### src/rtl/calc_pkg.sv
// Shared key codes, ALU opcodes and controller state encoding for the calculator.
package calc_pkg;

    localparam logic [4:0] KEY_ADD = 5'b10000;
    localparam logic [4:0] KEY_SUB = 5'b10001;
    localparam logic [4:0] KEY_MUL = 5'b10010;
    localparam logic [4:0] KEY_DIV = 5'b10011;
    localparam logic [4:0] KEY_EQ  = 5'b10100;
    localparam logic [4:0] KEY_AC  = 5'b10101;

    typedef enum logic [1:0] {
        OP_ADD = 2'b00,
        OP_SUB = 2'b01,
        OP_MUL = 2'b10,
        OP_DIV = 2'b11
    } alu_op_e;

    typedef enum logic [2:0] {
        A_ENTRY,
        OP_PEND,
        B_ENTRY,
        ALU_REQ,
        ALU_WAIT,
        RESULT,
        ERROR
    } ctrl_state_e;

    // Operator that follows a chained result (e.g. the '-' in "5 x 2 -").
    typedef struct packed {
        logic    vld;
        alu_op_e op;
    } chain_t;

    function automatic logic is_digit(input logic [4:0] k);
        return !k[4];
    endfunction

    // Operator codes share the 100 prefix; the low two bits are the opcode.
    function automatic logic is_operator(input logic [4:0] k);
        return k[4:2] == 3'b100;
    endfunction

    function automatic logic is_eq(input logic [4:0] k);
        return k == KEY_EQ;
    endfunction

    function automatic logic is_ac(input logic [4:0] k);
        return k == KEY_AC;
    endfunction

endpackage

### src/rtl/calc_controller_if.sv
// Key, arithmetic-unit and display signals of the calculator controller.
interface calc_controller_if #(
    parameter int WIDTH = 16
);
    import calc_pkg::*;

    logic [4:0]       i_key_data;
    logic             i_key_valid;
    logic             o_key_ready;

    logic [WIDTH-1:0] o_alu_a;
    logic [WIDTH-1:0] o_alu_b;
    alu_op_e          o_alu_op;
    logic             o_alu_valid;
    logic             i_alu_ready;
    logic             i_alu_done;
    logic [WIDTH-1:0] i_alu_result;
    logic             i_alu_error;

    logic [WIDTH-1:0] o_disp_value;
    logic             o_disp_error;

    // Controller side.
    modport master (
        input  i_key_data, i_key_valid,
        output o_key_ready,
        output o_alu_a, o_alu_b, o_alu_op, o_alu_valid,
        input  i_alu_ready, i_alu_done, i_alu_result, i_alu_error,
        output o_disp_value, o_disp_error
    );

    // Keypad / arithmetic unit / display side.
    modport slave (
        output i_key_data, i_key_valid,
        input  o_key_ready,
        input  o_alu_a, o_alu_b, o_alu_op, o_alu_valid,
        output i_alu_ready, i_alu_done, i_alu_result, i_alu_error,
        input  o_disp_value, o_disp_error
    );

endinterface

### src/rtl/calc_operand_reg.sv
// Hex operand register: clear, load a single digit, shift a digit in, or load a full value.
// The shift is refused when the top nibble is already occupied, so digits never wrap out.
module calc_operand_reg #(
    parameter int WIDTH = 16
) (
    input  logic             clk,
    input  logic             rst_n,
    input  logic             clr,
    input  logic             ld_digit,
    input  logic             sh_digit,
    input  logic             ld_value,
    input  logic [3:0]       digit,
    input  logic [WIDTH-1:0] value,
    output logic [WIDTH-1:0] q,
    output logic [WIDTH-1:0] nxt
);

    // Next value, exposed so the controller can display it on the same edge it is stored.
    always_comb begin
        nxt = q;
        if (clr)
            nxt = '0;
        else if (ld_value)
            nxt = value;
        else if (ld_digit)
            nxt = {{(WIDTH-4){1'b0}}, digit};
        else if (sh_digit && (q[WIDTH-1 -: 4] == 4'h0))
            nxt = {q[WIDTH-5:0], digit};
    end

    // Operand storage.
    always_ff @(posedge clk or negedge rst_n) begin
        if (!rst_n)
            q <= '0;
        else
            q <= nxt;
    end

endmodule

### src/rtl/calc_controller.sv
// Calculator sequencer: assembles operands from key codes, issues ALU requests,
// collects results (including chained operators) and drives the display.
module calc_controller
    import calc_pkg::*;
#(
    parameter int WIDTH = 16
) (
    input logic              clk,
    input logic              rst_n,
    calc_controller_if.master bus
);

    ctrl_state_e      state;
    alu_op_e          op;
    chain_t           chain;
    logic             alu_valid;
    logic [WIDTH-1:0] disp_value;
    logic             disp_error;

    // Result strobe that arrived on the request handshake cycle, replayed in ALU_WAIT.
    logic             done_pend;
    logic [WIDTH-1:0] pend_result;
    logic             pend_error;

    logic [4:0]       key;
    logic             key_ready;
    logic             key_fire;
    logic             done_any;
    logic             done_err;
    logic [WIDTH-1:0] done_res;

    logic             a_clr, a_ld_digit, a_sh_digit, a_ld_value;
    logic             b_clr, b_ld_digit, b_sh_digit;
    logic [WIDTH-1:0] a_q, a_nxt, b_q, b_nxt;

    assign key       = bus.i_key_data;
    assign key_ready = (state != ALU_REQ) && (state != ALU_WAIT);
    assign key_fire  = bus.i_key_valid && key_ready;
    assign done_any  = (state == ALU_WAIT) && (done_pend || bus.i_alu_done);
    assign done_err  = done_pend ? pend_error  : bus.i_alu_error;
    assign done_res  = done_pend ? pend_result : bus.i_alu_result;

    // Operand register controls decoded from the accepted key or the returning result.
    always_comb begin
        a_clr      = 1'b0;
        a_ld_digit = 1'b0;
        a_sh_digit = 1'b0;
        a_ld_value = 1'b0;
        b_clr      = 1'b0;
        b_ld_digit = 1'b0;
        b_sh_digit = 1'b0;
        if (key_fire) begin
            if (is_ac(key)) begin
                a_clr = 1'b1;
                b_clr = 1'b1;
            end else if (is_digit(key)) begin
                case (state)
                    A_ENTRY: a_sh_digit = 1'b1;
                    OP_PEND: b_ld_digit = 1'b1;
                    B_ENTRY: b_sh_digit = 1'b1;
                    RESULT:  a_ld_digit = 1'b1;
                    default: ;
                endcase
            end
        end
        if (done_any && !done_err)
            a_ld_value = 1'b1;
    end

    calc_operand_reg #(.WIDTH(WIDTH)) u_a (
        .clk      (clk),
        .rst_n    (rst_n),
        .clr      (a_clr),
        .ld_digit (a_ld_digit),
        .sh_digit (a_sh_digit),
        .ld_value (a_ld_value),
        .digit    (key[3:0]),
        .value    (done_res),
        .q        (a_q),
        .nxt      (a_nxt)
    );

    calc_operand_reg #(.WIDTH(WIDTH)) u_b (
        .clk      (clk),
        .rst_n    (rst_n),
        .clr      (b_clr),
        .ld_digit (b_ld_digit),
        .sh_digit (b_sh_digit),
        .ld_value (1'b0),
        .digit    (key[3:0]),
        .value    ({WIDTH{1'b0}}),
        .q        (b_q),
        .nxt      (b_nxt)
    );

    // Sequencer FSM with registered request, opcode and display outputs.
    always_ff @(posedge clk or negedge rst_n) begin
        if (!rst_n) begin
            state       <= A_ENTRY;
            op          <= OP_ADD;
            chain       <= '0;
            alu_valid   <= 1'b0;
            disp_value  <= '0;
            disp_error  <= 1'b0;
            done_pend   <= 1'b0;
            pend_result <= '0;
            pend_error  <= 1'b0;
        end else if (key_fire && is_ac(key)) begin
            disp_value <= '0;
            disp_error <= 1'b0;
            state      <= A_ENTRY;
        end else begin
            case (state)
                A_ENTRY: if (key_fire) begin
                    if (is_digit(key)) begin
                        disp_value <= a_nxt;
                    end else if (is_operator(key)) begin
                        op    <= alu_op_e'(key[1:0]);
                        state <= OP_PEND;
                    end
                end
                OP_PEND: if (key_fire) begin
                    if (is_digit(key)) begin
                        disp_value <= b_nxt;
                        state      <= B_ENTRY;
                    end else if (is_operator(key)) begin
                        op <= alu_op_e'(key[1:0]);
                    end
                end
                B_ENTRY: if (key_fire) begin
                    if (is_digit(key)) begin
                        disp_value <= b_nxt;
                    end else if (is_operator(key)) begin
                        chain     <= '{vld: 1'b1, op: alu_op_e'(key[1:0])};
                        alu_valid <= 1'b1;
                        state     <= ALU_REQ;
                    end else if (is_eq(key)) begin
                        chain     <= '0;
                        alu_valid <= 1'b1;
                        state     <= ALU_REQ;
                    end
                end
                ALU_REQ: if (bus.i_alu_ready) begin
                    alu_valid   <= 1'b0;
                    state       <= ALU_WAIT;
                    done_pend   <= bus.i_alu_done;
                    pend_result <= bus.i_alu_result;
                    pend_error  <= bus.i_alu_error;
                end
                ALU_WAIT: if (done_any) begin
                    done_pend <= 1'b0;
                    if (done_err) begin
                        disp_error <= 1'b1;
                        state      <= ERROR;
                    end else begin
                        disp_value <= done_res;
                        if (chain.vld) begin
                            op    <= chain.op;
                            state <= OP_PEND;
                        end else begin
                            state <= RESULT;
                        end
                    end
                end
                RESULT: if (key_fire) begin
                    if (is_digit(key)) begin
                        disp_value <= a_nxt;
                        state      <= A_ENTRY;
                    end else if (is_operator(key)) begin
                        op    <= alu_op_e'(key[1:0]);
                        state <= OP_PEND;
                    end
                end
                default: ;
            endcase
        end
    end

    assign bus.o_key_ready  = key_ready;
    assign bus.o_alu_a      = a_q;
    assign bus.o_alu_b      = b_q;
    assign bus.o_alu_op     = op;
    assign bus.o_alu_valid  = alu_valid;
    assign bus.o_disp_value = disp_value;
    assign bus.o_disp_error = disp_error;

endmodule

### src/flat_wrapper.sv
// flat-port wrapper written by rule: the top's interface ports become plain ports
module calc_controller_flat import calc_pkg::*;
#(
    parameter int WIDTH = 16
)
  (clk, rst_n, bus_i_key_data, bus_i_key_valid, bus_o_key_ready, bus_o_alu_a, bus_o_alu_b, bus_o_alu_op, bus_o_alu_valid, bus_i_alu_ready, bus_i_alu_done, bus_i_alu_result, bus_i_alu_error, bus_o_disp_value, bus_o_disp_error);
  calc_controller_if #(.WIDTH(WIDTH)) bus_i ();
  input logic clk;
  input logic rst_n;
  input wire logic [$bits(bus_i.i_key_data)-1:0] bus_i_key_data;
  input wire logic [$bits(bus_i.i_key_valid)-1:0] bus_i_key_valid;
  output wire logic [$bits(bus_i.o_key_ready)-1:0] bus_o_key_ready;
  output wire logic [$bits(bus_i.o_alu_a)-1:0] bus_o_alu_a;
  output wire logic [$bits(bus_i.o_alu_b)-1:0] bus_o_alu_b;
  output wire logic [$bits(bus_i.o_alu_op)-1:0] bus_o_alu_op;
  output wire logic [$bits(bus_i.o_alu_valid)-1:0] bus_o_alu_valid;
  input wire logic [$bits(bus_i.i_alu_ready)-1:0] bus_i_alu_ready;
  input wire logic [$bits(bus_i.i_alu_done)-1:0] bus_i_alu_done;
  input wire logic [$bits(bus_i.i_alu_result)-1:0] bus_i_alu_result;
  input wire logic [$bits(bus_i.i_alu_error)-1:0] bus_i_alu_error;
  output wire logic [$bits(bus_i.o_disp_value)-1:0] bus_o_disp_value;
  output wire logic [$bits(bus_i.o_disp_error)-1:0] bus_o_disp_error;
  assign bus_i.i_key_data = bus_i_key_data;
  assign bus_i.i_key_valid = bus_i_key_valid;
  assign bus_o_key_ready = bus_i.o_key_ready;
  assign bus_o_alu_a = bus_i.o_alu_a;
  assign bus_o_alu_b = bus_i.o_alu_b;
  assign bus_o_alu_op = bus_i.o_alu_op;
  assign bus_o_alu_valid = bus_i.o_alu_valid;
  assign bus_i.i_alu_ready = bus_i_alu_ready;
  assign bus_i.i_alu_done = bus_i_alu_done;
  assign bus_i.i_alu_result = bus_i_alu_result;
  assign bus_i.i_alu_error = bus_i_alu_error;
  assign bus_o_disp_value = bus_i.o_disp_value;
  assign bus_o_disp_error = bus_i.o_disp_error;
  calc_controller #(.WIDTH(WIDTH)) u_core (.clk(clk), .rst_n(rst_n), .bus(bus_i));
endmodule
### config.mk
export PLATFORM = sky130hd
export DESIGN_NAME = calc_controller_flat
export DESIGN_NICKNAME = d
export VERILOG_FILES = /design/src/rtl/calc_pkg.sv /design/src/rtl/calc_controller_if.sv /design/src/rtl/calc_operand_reg.sv /design/src/rtl/calc_controller.sv /design/src/flat_wrapper.sv
export SDC_FILE = /design/constraint.sdc
export NUM_CORES = 1
export LEC_CHECK = 0
export BUFFER_PORTS_ARGS = -buffer_cell sky130_fd_sc_hd__buf_2
export CORE_MARGIN = 1.5
export CORE_UTILIZATION = 56
export DETAILED_ROUTE_END_ITERATION = 16
export PLACE_DENSITY_LB_ADDON = 0.1
export RECOVER_POWER = 100
export SLEW_MARGIN = 20
export SYNTH_ARGS = -nofsm -noshare
export SYNTH_HDL_FRONTEND = slang
export SYNTH_HIERARCHICAL = 1
export SYNTH_SLANG_ARGS = --single-unit
### constraint.sdc
create_clock -name clk -period 3 [get_ports clk]
set_input_delay 0.3 -clock clk [delete_from_list [all_inputs] [get_ports clk]]
set_output_delay 0.3 -clock clk [all_outputs]
set_load 0.02 [all_outputs]
==> run summary, run 1 <==
Slew Limit Headroom - -27.9%
failing checks - max-capacitance violations, max-slew violations
CP endpoint - u_core/bus.o_disp_value[2]
Reg area - 0.00190 sq mm
Layout area overhead - 15.5%
# fillers - 653
CP endpoint kind - flop
Levels on crit path - 8
Crit path max-delay family - compound AO/OA/AOI/OAI gates
Least-Margin Pin Slew - 1920 ps
CP Class - flop to flop
vias per cell - 6.00
Detail Placement HPWL - 8.77 mm
met3 wire len - 864 um
Final period util - 93.1%
GRT Total Usage - 30.3%
top_reg_cell synth - dfrtp_1
Clk pwr share - 16.3%
Clock Path Buffers - 2
design area - 0.00500 sq mm
post-synth cell types - 52
gpl congestion - 0.918
critical path required time - 3270 ps
Net Sw Frac - 44.5%
Post-Synthesis Mean Instance Area - 9.90 sq um
status - finished, violations left
Max Fanout on Critical Path - 7
Peak VDD IR - 0.000589 V
Worst Hold Class - input port to flop
Pwr per Cell Area - 986 mW/mm^2
max frequency - 0.358 GHz
Setup TNS - 0 ps
sequential area share after synthesis - 44.0%
most frequent cells in the layout - dfrtp_1, clkbuf_1, a21oi_1
Hold Buf Count CTS - 0
final setup vio count - 0
port bufs - 79
TritonRoute pass-1 iters - 5
Post-synth EDFFs - 0
Worst path max stage delay - 620 ps
FP Rows - 31
asr flop ratio synth - 100%
Reg2Reg Setup Slack - 210 ps
CTS H-tree lvls - 3
routed length per instance - 18.8 um
Overflow after GRT - 0
Highest Signal Layer - met4
Final Hold Fails - 0
Clock transition at path regs - 80 ps
r2r endpoint - u_core/bus.o_disp_value[2]
Final Skew - 9.53 ps
global-route wire length before repair - 19.4 mm
post-CTS setup buffers - 0
Max-Cap Viols - 1
Slowest-stage cell, CP - a21boi_0
WP data arrival - 3060 ps
Die Area - 0.00826 sq mm
WP buf/inv - 0
Sequential Power Share - 36.6%
Worst R2R Path Depth - 8
fraction of layout cells with a size suffix above 1 - 16.6%
vias - 3,842
Critical Path Source Type - flop
TritonCTS clock tree - done
largest net degree at the start of global routing - 77
RSZ-0062 raised after global routing - false
Core ar. - 0.00737 sq mm
IO Pins - 80
Yosys warnings - 6
Die Height - 90.9 um
Sw Pwr - 0.00219 W
# resized after CTS - 0
Ant. Diodes - 0
post-placement cell area - 0.00490 sq mm
count of antenna-violating nets left after detailed routing - 0
# DRC - 0
commonest non-fill, non-tap cell in the layout - dfrtp_1
1st-iter DRT viols - 380
final wirelength - 12.0 mm
die extent in x - 90.9 um
multi-input gate area in the final layout - 0.00229 sq mm
Initial Utilization - 58.7%
Slew Viols, Final - 77
CTS sink cnt - 76
clock root buffer - clkbuf_8
#FFs+latches synth - 76
Worst path most repeated cell - nand2b_1
worst r2r src - u_core/state[0]
total CTS buffers - 9
vias in the first global route - 3,763
leak pwr - 2.00 nW
clock latency on the worst-skew pair - 340 ps
Worst Setup SP - u_core/state[0]
Synth Cell Area - 0.00433 sq mm
Syn Inst Count - 437
worst hold margin - 175 ps
Final nets - 563
CP Cell Sequence - and2b_1 -> nand2b_1 -> nor2_1 -> nand2b_1 -> a21boi_0 -> o221a_2 -> a221oi_1 -> a21oi_1
minimum clock period - 2790 ps
initial antenna violation count - 0
met2 wirelength from detailed routing - 5.99 mm
Power Internal - 0.00273 W
Logic pwr share - 47.1%
wl on met1 - 4.88 mm
[how the worst min path moves through the flow]
stage | from | to | slack [ps] | depth (start not counted)
finish | bus_i_alu_result[12] | u_core/pend_result[12] | 170 | 2
global route | bus_i_alu_result[3] | u_core/pend_result[3] | 160 | 2
CTS | rst_n | u_core/pend_error | 140 | 1
detailed placement | u_core/bus.o_alu_op[1] | u_core/bus.o_alu_op[1] | 470 | 1
global placement | u_core/pend_result[2] | u_core/pend_result[2] | 470 | 1
floorplan | rst_n | u_core/bus.o_alu_op[0] | 4 | 0
[stage by stage]
step / setup slack, ps / util (%) / power, W / cells
final: 206 / 67.8 / 0.00493 / 640
after global placement: 205 / 66.5 / 0.00417 / 624
after CTS: 297 / 69.3 / 0.00504 / 640
after global routing: 93.7 / 67.8 / 0.00523 / 640
after floorplan: 312 / - / 0.00349 / 460
after detailed placement: 120 / 66.5 / 0.00423 / 624
[layer usage]
layer,vias to the layer above,track usage [%]
li1,1791,-
met3,26,5.72
met4,0,12.8
met2,183,50.2
met5,-,0
met1,1842,38.9
[cell type report]
type / count / share of cell area [%]
timing repair buffer: 94 / 8.41
clock inverter: 4 / 0.952
inverter: 15 / 1.13
tap: 99 / 2.48
sequential: 76 / 38.1
clock buffer: 12 / 3.11
multi-input combinational: 340 / 45.9
[synthesized netlist by cell type, types with 4 or more instances]
cell type	instances	share of area (%)
inv_1	14	1.2
nand2b_1	9	1.3
mux2_1	19	4.9
a221oi_1	18	3.6
o221a_2	8	2.1
nor2_1	22	1.9
a21oi_1	50	5.8
mux2_2	18	4.7
o211ai_1	26	4.5
and2_1	16	2.3
a211oi_1	4	0.69
nor3_1	12	1.4
nand4b_1	9	1.8
buf_4	4	0.69
clkbuf_1	7	0.61
dfrtp_1	76	44
nand2_1	41	3.6
nor2b_1	10	1.4
o21ai_0	10	1.2
buf_2	15	1.7
[sequential cells by signal, indices dropped and copies added, names as in the netlist, 2 cells and up]
register,flops
u_core/bus.o_alu_op,2
u_core/bus.o_disp_value,16
u_core/chain,3
u_core/pend_result,16
u_core/state,3
u_core/u_a/q,16
u_core/u_b/q,16
[power groups by stage]
| stage | sequential (W) | clock [W] | combinational [W] |
|---|---|---|---|
| floorplan | 0.00201 | 0 | 0.00148 |
| global placement | 0.00179 | 0 | 0.00238 |
| detailed placement | 0.00180 | 0 | 0.00243 |
| CTS | 0.00179 | 0.000815 | 0.00243 |
| global route | 0.00185 | 0.000865 | 0.00252 |
| finish | 0.00180 | 0.000802 | 0.00232 |
[logic make-up (layout without fill, tap and decap cells)]
| kind of cell | after synthesis | count (layout) | synth area share (%) |
|---|---|---|---|
| flops | 76 | 76 | 44.0 |
| buf+inv | 44 | 125 | 4.77 |
| xor+xnor | 1 | 1 | 0.202 |
| mux | 40 | 40 | 10.3 |
| other cells | 1 | 24 | 0.0867 |
| compound gates | 136 | 136 | 22.3 |
| simple gates | 139 | 139 | 18.3 |
Power figures use the tool's default switching activity.
==> run 2: changes to the inputs <==
--- a/config.mk
+++ b/config.mk
@@ -6,10 +6,12 @@
 export NUM_CORES = 1
 export LEC_CHECK = 0
 export BUFFER_PORTS_ARGS = -buffer_cell sky130_fd_sc_hd__buf_2
+export CORE_ASPECT_RATIO = 0.5
 export CORE_MARGIN = 1.5
-export CORE_UTILIZATION = 56
+export CORE_UTILIZATION = 58
+export CTS_BUF_LIST = sky130_fd_sc_hd__clkbuf_2 sky130_fd_sc_hd__clkbuf_4 sky130_fd_sc_hd__clkbuf_8
 export DETAILED_ROUTE_END_ITERATION = 16
-export PLACE_DENSITY_LB_ADDON = 0.1
+export PLACE_DENSITY = 0.83
 export RECOVER_POWER = 100
 export SLEW_MARGIN = 20
 export SYNTH_ARGS = -nofsm -noshare
==> run 2 against run 1 <==
Net effect: count of clock-buffer cells in the layout shrank 1; combinational power rose by 3%; the flow still finishes with violations (max-capacitance violations, max-slew violations); first-iteration DRC count grew 37%; worst hold slack got worse by 10 ps; non-clock buffer count grew 3; wire length rose by 0.81%; maximum frequency shrank 3.6%; highest routed layer unchanged; final cell count unchanged; setup slack got worse by 110 ps; via count increased by 5.4%.
==> run summary, run 2 (synthesis results as in run 1) <==
Die Area - 0.00802 sq mm
Ant. Diodes - 0
Clock transition at path regs - 90 ps
gpl congestion - 0.945
GRT met3 Usage - 7.87%
minimum clock period - 2900 ps
CP Class - flop to flop
GRT Total Usage - 31.4%
IO Pins - 80
Placed Cells incl. Taps - 624
Worst R2R Path Depth - 8
hold endpoint - u_core/pend_result[13]
final wirelength - 12.1 mm
status - finished, violations left
TritonRoute pass-1 iters - 6
leak pwr - 2.04 nW
port bufs - 79
Non-Filler Instances - 640
Logic pwr share - 47.0%
Slew Limit Headroom - -26.3%
Slew Viols, Final - 77
total power - 0.00510 W
Sequential Power Share - 35.5%
Final nets - 566
die extent in x - 125 um
Detail Placement HPWL - 8.60 mm
vias per cell - 6.33
Layout Utilization - 69.6%
Power Internal - 0.00285 W
vias in the first global route - 3,722
Worst Hold Class - input port to flop
worst r2r src - u_core/state[2]
commonest non-fill, non-tap cell in the layout - dfrtp_1
TritonCTS clock tree - done
met1 usage - 43.2%
fraction of layout cells with a size suffix above 1 - 18.2%
Initial Utilization - 59.5%
1st-iter DRT viols - 522
clock latency on the worst-skew pair - 370 ps
Pwr per Cell Area - 1010 mW/mm^2
count of antenna-violating nets left after detailed routing - 0
Sw Pwr - 0.00225 W
RSZ-0062 raised after global routing - false
CP endpoint kind - flop
hold depth - 2
gr busiest metal - met2
FP Rows - 22
Reg2Reg Setup Slack - 100 ps
CTS sink cnt - 76
largest net degree at the start of global routing - 77
global-route wire length before repair - 19.4 mm
routed length per instance - 19.0 um
met2 Track Usage GR - 49.5%
max frequency - 0.345 GHz
Critical Path Source Type - flop
Die Height - 64.1 um
failing checks - max-capacitance violations, max-slew violations
initial antenna violation count - 0
WP data arrival - 3180 ps
Final Skew - 10.8 ps
final setup vio count - 0
CTS H-tree lvls - 3
Max-Cap Viols - 1
vias - 4,050
most frequent cells in the layout - dfrtp_1, clkbuf_1, a21oi_1
Final Hold Fails - 0
Final period util - 96.6%
worst hold start - bus_i_alu_result[13]
# DRC - 0
Max Fanout on Critical Path - 6
Layout area overhead - 16.8%
Least-Margin Pin Slew - 1890 ps
Net Sw Frac - 44.2%
r2r endpoint - u_core/bus.o_disp_value[0]
total CTS buffers - 9
critical path required time - 3280 ps
Hold Buf Count CTS - 0
Overflow after GRT - 0
Core ar. - 0.00727 sq mm
Clk pwr share - 17.5%
Peak VDD IR - 0.000654 V
clock root buffer - clkbuf_8
Clock Path Buffers - 2
Setup TNS - 0 ps
## run 2: changes by cell type in the layout (fill, tap and decap cells not counted), sizes merged
cell	before	now
bufinv	1	2
buf	35	40
clkbuf	71	68
## run 2: power groups by stage
stage / clock network (W) / logic, W / registers [W]
final: 0.000893 / 0.00240 / 0.00181
after global routing: 0.000960 / 0.00258 / 0.00185
after CTS: 0.000906 / 0.00247 / 0.00179
after detailed placement: 0 / 0.00246 / 0.00180
after global placement: 0 / 0.00241 / 0.00178
after floorplan: 0 / 0.00148 / 0.00201
## run 2: cell type report
| class | instances | area [sq um] |
|---|---|---|
| multi-input combinational | 340 | 2290 |
| fill | 614 | 2210 |
| sequential | 76 | 1900 |
| timing repair buffer | 97 | 453 |
| clock buffer | 11 | 145 |
| tap | 96 | 120 |
| clock inverter | 5 | 85.1 |
| inverter | 15 | 56.3 |
## run 2: how the worst max path moves through the flow
stage	startpoint	to	slack, ps	cells after the start
after floorplan	u_core/state[2]	u_core/bus.o_disp_value[8]	310	14
after global placement	bus_i_key_valid	u_core/bus.o_disp_value[4]	70	9
after detailed placement	bus_i_key_valid	u_core/bus.o_disp_value[4]	9	9
after CTS	u_core/state[2]	u_core/bus.o_disp_value[4]	20	8
after global routing	u_core/state[2]	u_core/bus.o_disp_value[4]	50	8
final	u_core/state[2]	u_core/bus.o_disp_value[0]	100	8
## run 2: layer usage
metal  vias to the layer above  share of wire (%)
li1                       1802                  -
met1                      2005                 43
met2                       219                 46
met3                        24                8.8
met4                         0                1.8
met5                         -                  0
## run 2: worst max-delay path: stages (launching register included)
cell and delay (ps):
dfrtp_1 420, buf_4 170, nand2b_1 200, nor3b_2 260, or4b_1 610, o21ai_0 540
o221a_2 320, a221oi_2 70, a21oi_1 220
## run 2: metrics by stage
step / setup slack, ps / hold WS (ps) / area (sq um)
final: 101 / 164 / 5050
after global placement: 73.1 / 462 / 4920
after global routing: 48.4 / 157 / 5050
after detailed placement: 9.15 / 479 / 4920
after CTS: 21.7 / 117 / 5150
after floorplan: 312 / 4.41 / 4410
## run 2: repair_timing
item	CTS	global route
resized for setup	0	4
setup buffers	0	0
endpoints found under the setup margin	0	6
==> run 3: changes to the inputs <==
--- a/config.mk
+++ b/config.mk
@@ -7,10 +7,10 @@
 export LEC_CHECK = 0
 export BUFFER_PORTS_ARGS = -buffer_cell sky130_fd_sc_hd__buf_2
 export CORE_ASPECT_RATIO = 0.5
-export CORE_MARGIN = 1.5
 export CORE_UTILIZATION = 58
 export CTS_BUF_LIST = sky130_fd_sc_hd__clkbuf_2 sky130_fd_sc_hd__clkbuf_4 sky130_fd_sc_hd__clkbuf_8
 export DETAILED_ROUTE_END_ITERATION = 16
+export HOLD_SLACK_MARGIN = 0.12
 export PLACE_DENSITY = 0.83
 export RECOVER_POWER = 100
 export SLEW_MARGIN = 20
==> run 3 against run 2 <==
Net effect: the run still ends with max-capacitance violations, max-slew violations left; via count shrank 2.1%; setup slack gained 44 ps; utilization grew 2.8 points; non-clock buffer count grew 1; final cell count shrank 0.47%; cell area shrank 0.77%; critical path depth grew 3; first-iteration DRC count shrank 1.7%; die area shrank 2.3%; wire length shrank 0.68%; count of clock-buffer cells in the layout grew 2; combinational power shrank 2%.
==> run summary, run 3 (synthesis results as in run 1) <==
status - finished, violations left
failing checks - max-capacitance violations, max-slew violations
Worst path max stage delay - 540 ps
Setup TNS - 0 ps
CTS sink cnt - 76
vias in the first global route - 3,696
1st-iter DRT viols - 513
Clock transition at path regs - 80 ps
Setup WS pre-CTS - 90.4 ps
global-route wire length before repair - 19.1 mm
Clock Path Buffers - 2
Slew Viols, Final - 32
GRT met3 Usage - 11.0%
max frequency - 0.350 GHz
Die Area - 0.00783 sq mm
post-CTS setup buffers - 0
post-placement cell area - 0.00491 sq mm
port bufs - 79
most frequent cells in the layout - dfrtp_1, clkbuf_1, a21oi_1
Ant. Diodes - 0
count of antenna-violating nets left after detailed routing - 0
Final period util - 95.2%
TritonRoute pass-1 iters - 5
Slew Limit Headroom - -12.8%
die extent in x - 124 um
Layout area overhead - 15.9%
GRT Total Usage - 32.9%
CTS H-tree lvls - 3
Slowest-stage cell, CP - clkbuf_1
Final Skew - 8.55 ps
CP endpoint kind - flop
Final nets - 567
vias - 3,964
met2 Track Usage GR - 48.7%
commonest non-fill, non-tap cell in the layout - dfrtp_1
FP Rows - 21
Overflow after GRT - 0
PnR worst setup slack - 145 ps
Max-Cap Viols - 1
critical path required time - 3290 ps
gr busiest metal - met2
largest net degree at the start of global routing - 77
Initial Utilization - 62.4%
clock root buffer - clkbuf_8
Detail Placement HPWL - 8.44 mm
final wirelength - 12.1 mm
Worst Hold Class - input port to flop
total CTS buffers - 9
Placed Cells incl. Taps - 619
Peak VDD IR - 0.000605 V
# DRC - 0
met1 usage - 46.1%
CP Class - flop to flop
vias per cell - 6.22
TritonCTS clock tree - done
RSZ-0062 raised after global routing - false
initial antenna violation count - 0
Die Height - 63.1 um
Non-Filler Instances - 637
Least-Margin Pin Slew - 1690 ps
gpl congestion - 0.960
final setup vio count - 0
Max Fanout on Critical Path - 14
Pwr per Cell Area - 991 mW/mm^2
Final Hold Fails - 0
fraction of layout cells with a size suffix above 1 - 17.4%
routed length per instance - 18.9 um
minimum clock period - 2850 ps
IO Pins - 80
CP Cell Sequence - and2b_4 -> buf_4 -> nand2b_1 -> nor2_1 -> clkbuf_1 -> nand2b_1 -> a21boi_0 -> clkbuf_1 -> o221a_2 -> a221oi_1 -> a21oi_1
worst hold margin - 155 ps
WP data arrival - 3150 ps
design area - 0.00502 sq mm
leak pwr - 2.02 nW
clock latency on the worst-skew pair - 370 ps
Critical Path Source Type - flop
Core ar. - 0.00694 sq mm
## run 3: changes by cell type in the layout (fill, tap and decap cells not counted), sizes merged
cell / delta
buf: -3
clkinv: -1
dlygate4sd3: +1
bufinv: -1
clkbuf: +5
## run 3: worst max-delay path: cells and delay by family (launching register included)
kind	cells	cell delay (ps)
flip-flops	1	380
AO/OA/AOI/OAI	4	710
AND/OR/NAND/NOR	4	720
buffers and inverters	3	950
## run 3: cell type report
| cell class | instances | area, sq um |
|---|---|---|
| multi-input cells | 340 | 2280 |
| repair buffers | 98 | 454 |
| clock inverters | 3 | 46.3 |
| flip-flops and latches | 76 | 1900 |
| clock buffers | 13 | 160 |
| inverters | 15 | 56.3 |
| fillers | 558 | 1920 |
| well taps | 92 | 115 |
## run 3: what timing repair did
item	CTS	global route
hold endpoints to repair	0	30
hold buffers	0	1
setup endpoints to repair	0	3
gates resized for setup	0	2
## run 3: stage by stage
stage               utilization, %  power [W]
floorplan                        -    0.00349
detailed placement            70.7    0.00423
finish                        72.3    0.00497
global placement              70.7    0.00419
CTS                           73.7    0.00507
global route                  72.3    0.00527
## run 3: routing by layer
metal / vias to the layer above / part of all wire, %
li1: 1800 / -
met1: 1896 / 42
met2: 237 / 44
met3: 31 / 11
met4: 0 / 2.1
met5: - / 0
## run 3: power breakdown
part           switching, W  internal (W)  total (W)
registers          0.000367       0.00144    0.00180
clock network      0.000389      0.000437   0.000826
logic               0.00146      0.000881    0.00234
total               0.00222       0.00276    0.00497
## run 3: path summary, 6_finish.rpt
path                                     startpoint                           to  slack (ps)  cells past startpoint
worst max register to register      u_core/state[0]   u_core/bus.o_disp_value[3]         150                     11
max in group asynchronous                     rst_n  u_core/bus.o_disp_value[12]         550                      3
worst max-delay path                u_core/state[0]   u_core/bus.o_disp_value[3]         150                     11
min in group asynchronous                     rst_n       u_core/bus.o_alu_valid         910                      2
worst min-delay path            bus_i_alu_result[7]        u_core/pend_result[7]         150                      2
worst min register to register      u_core/chain[0]              u_core/chain[0]         480                      2
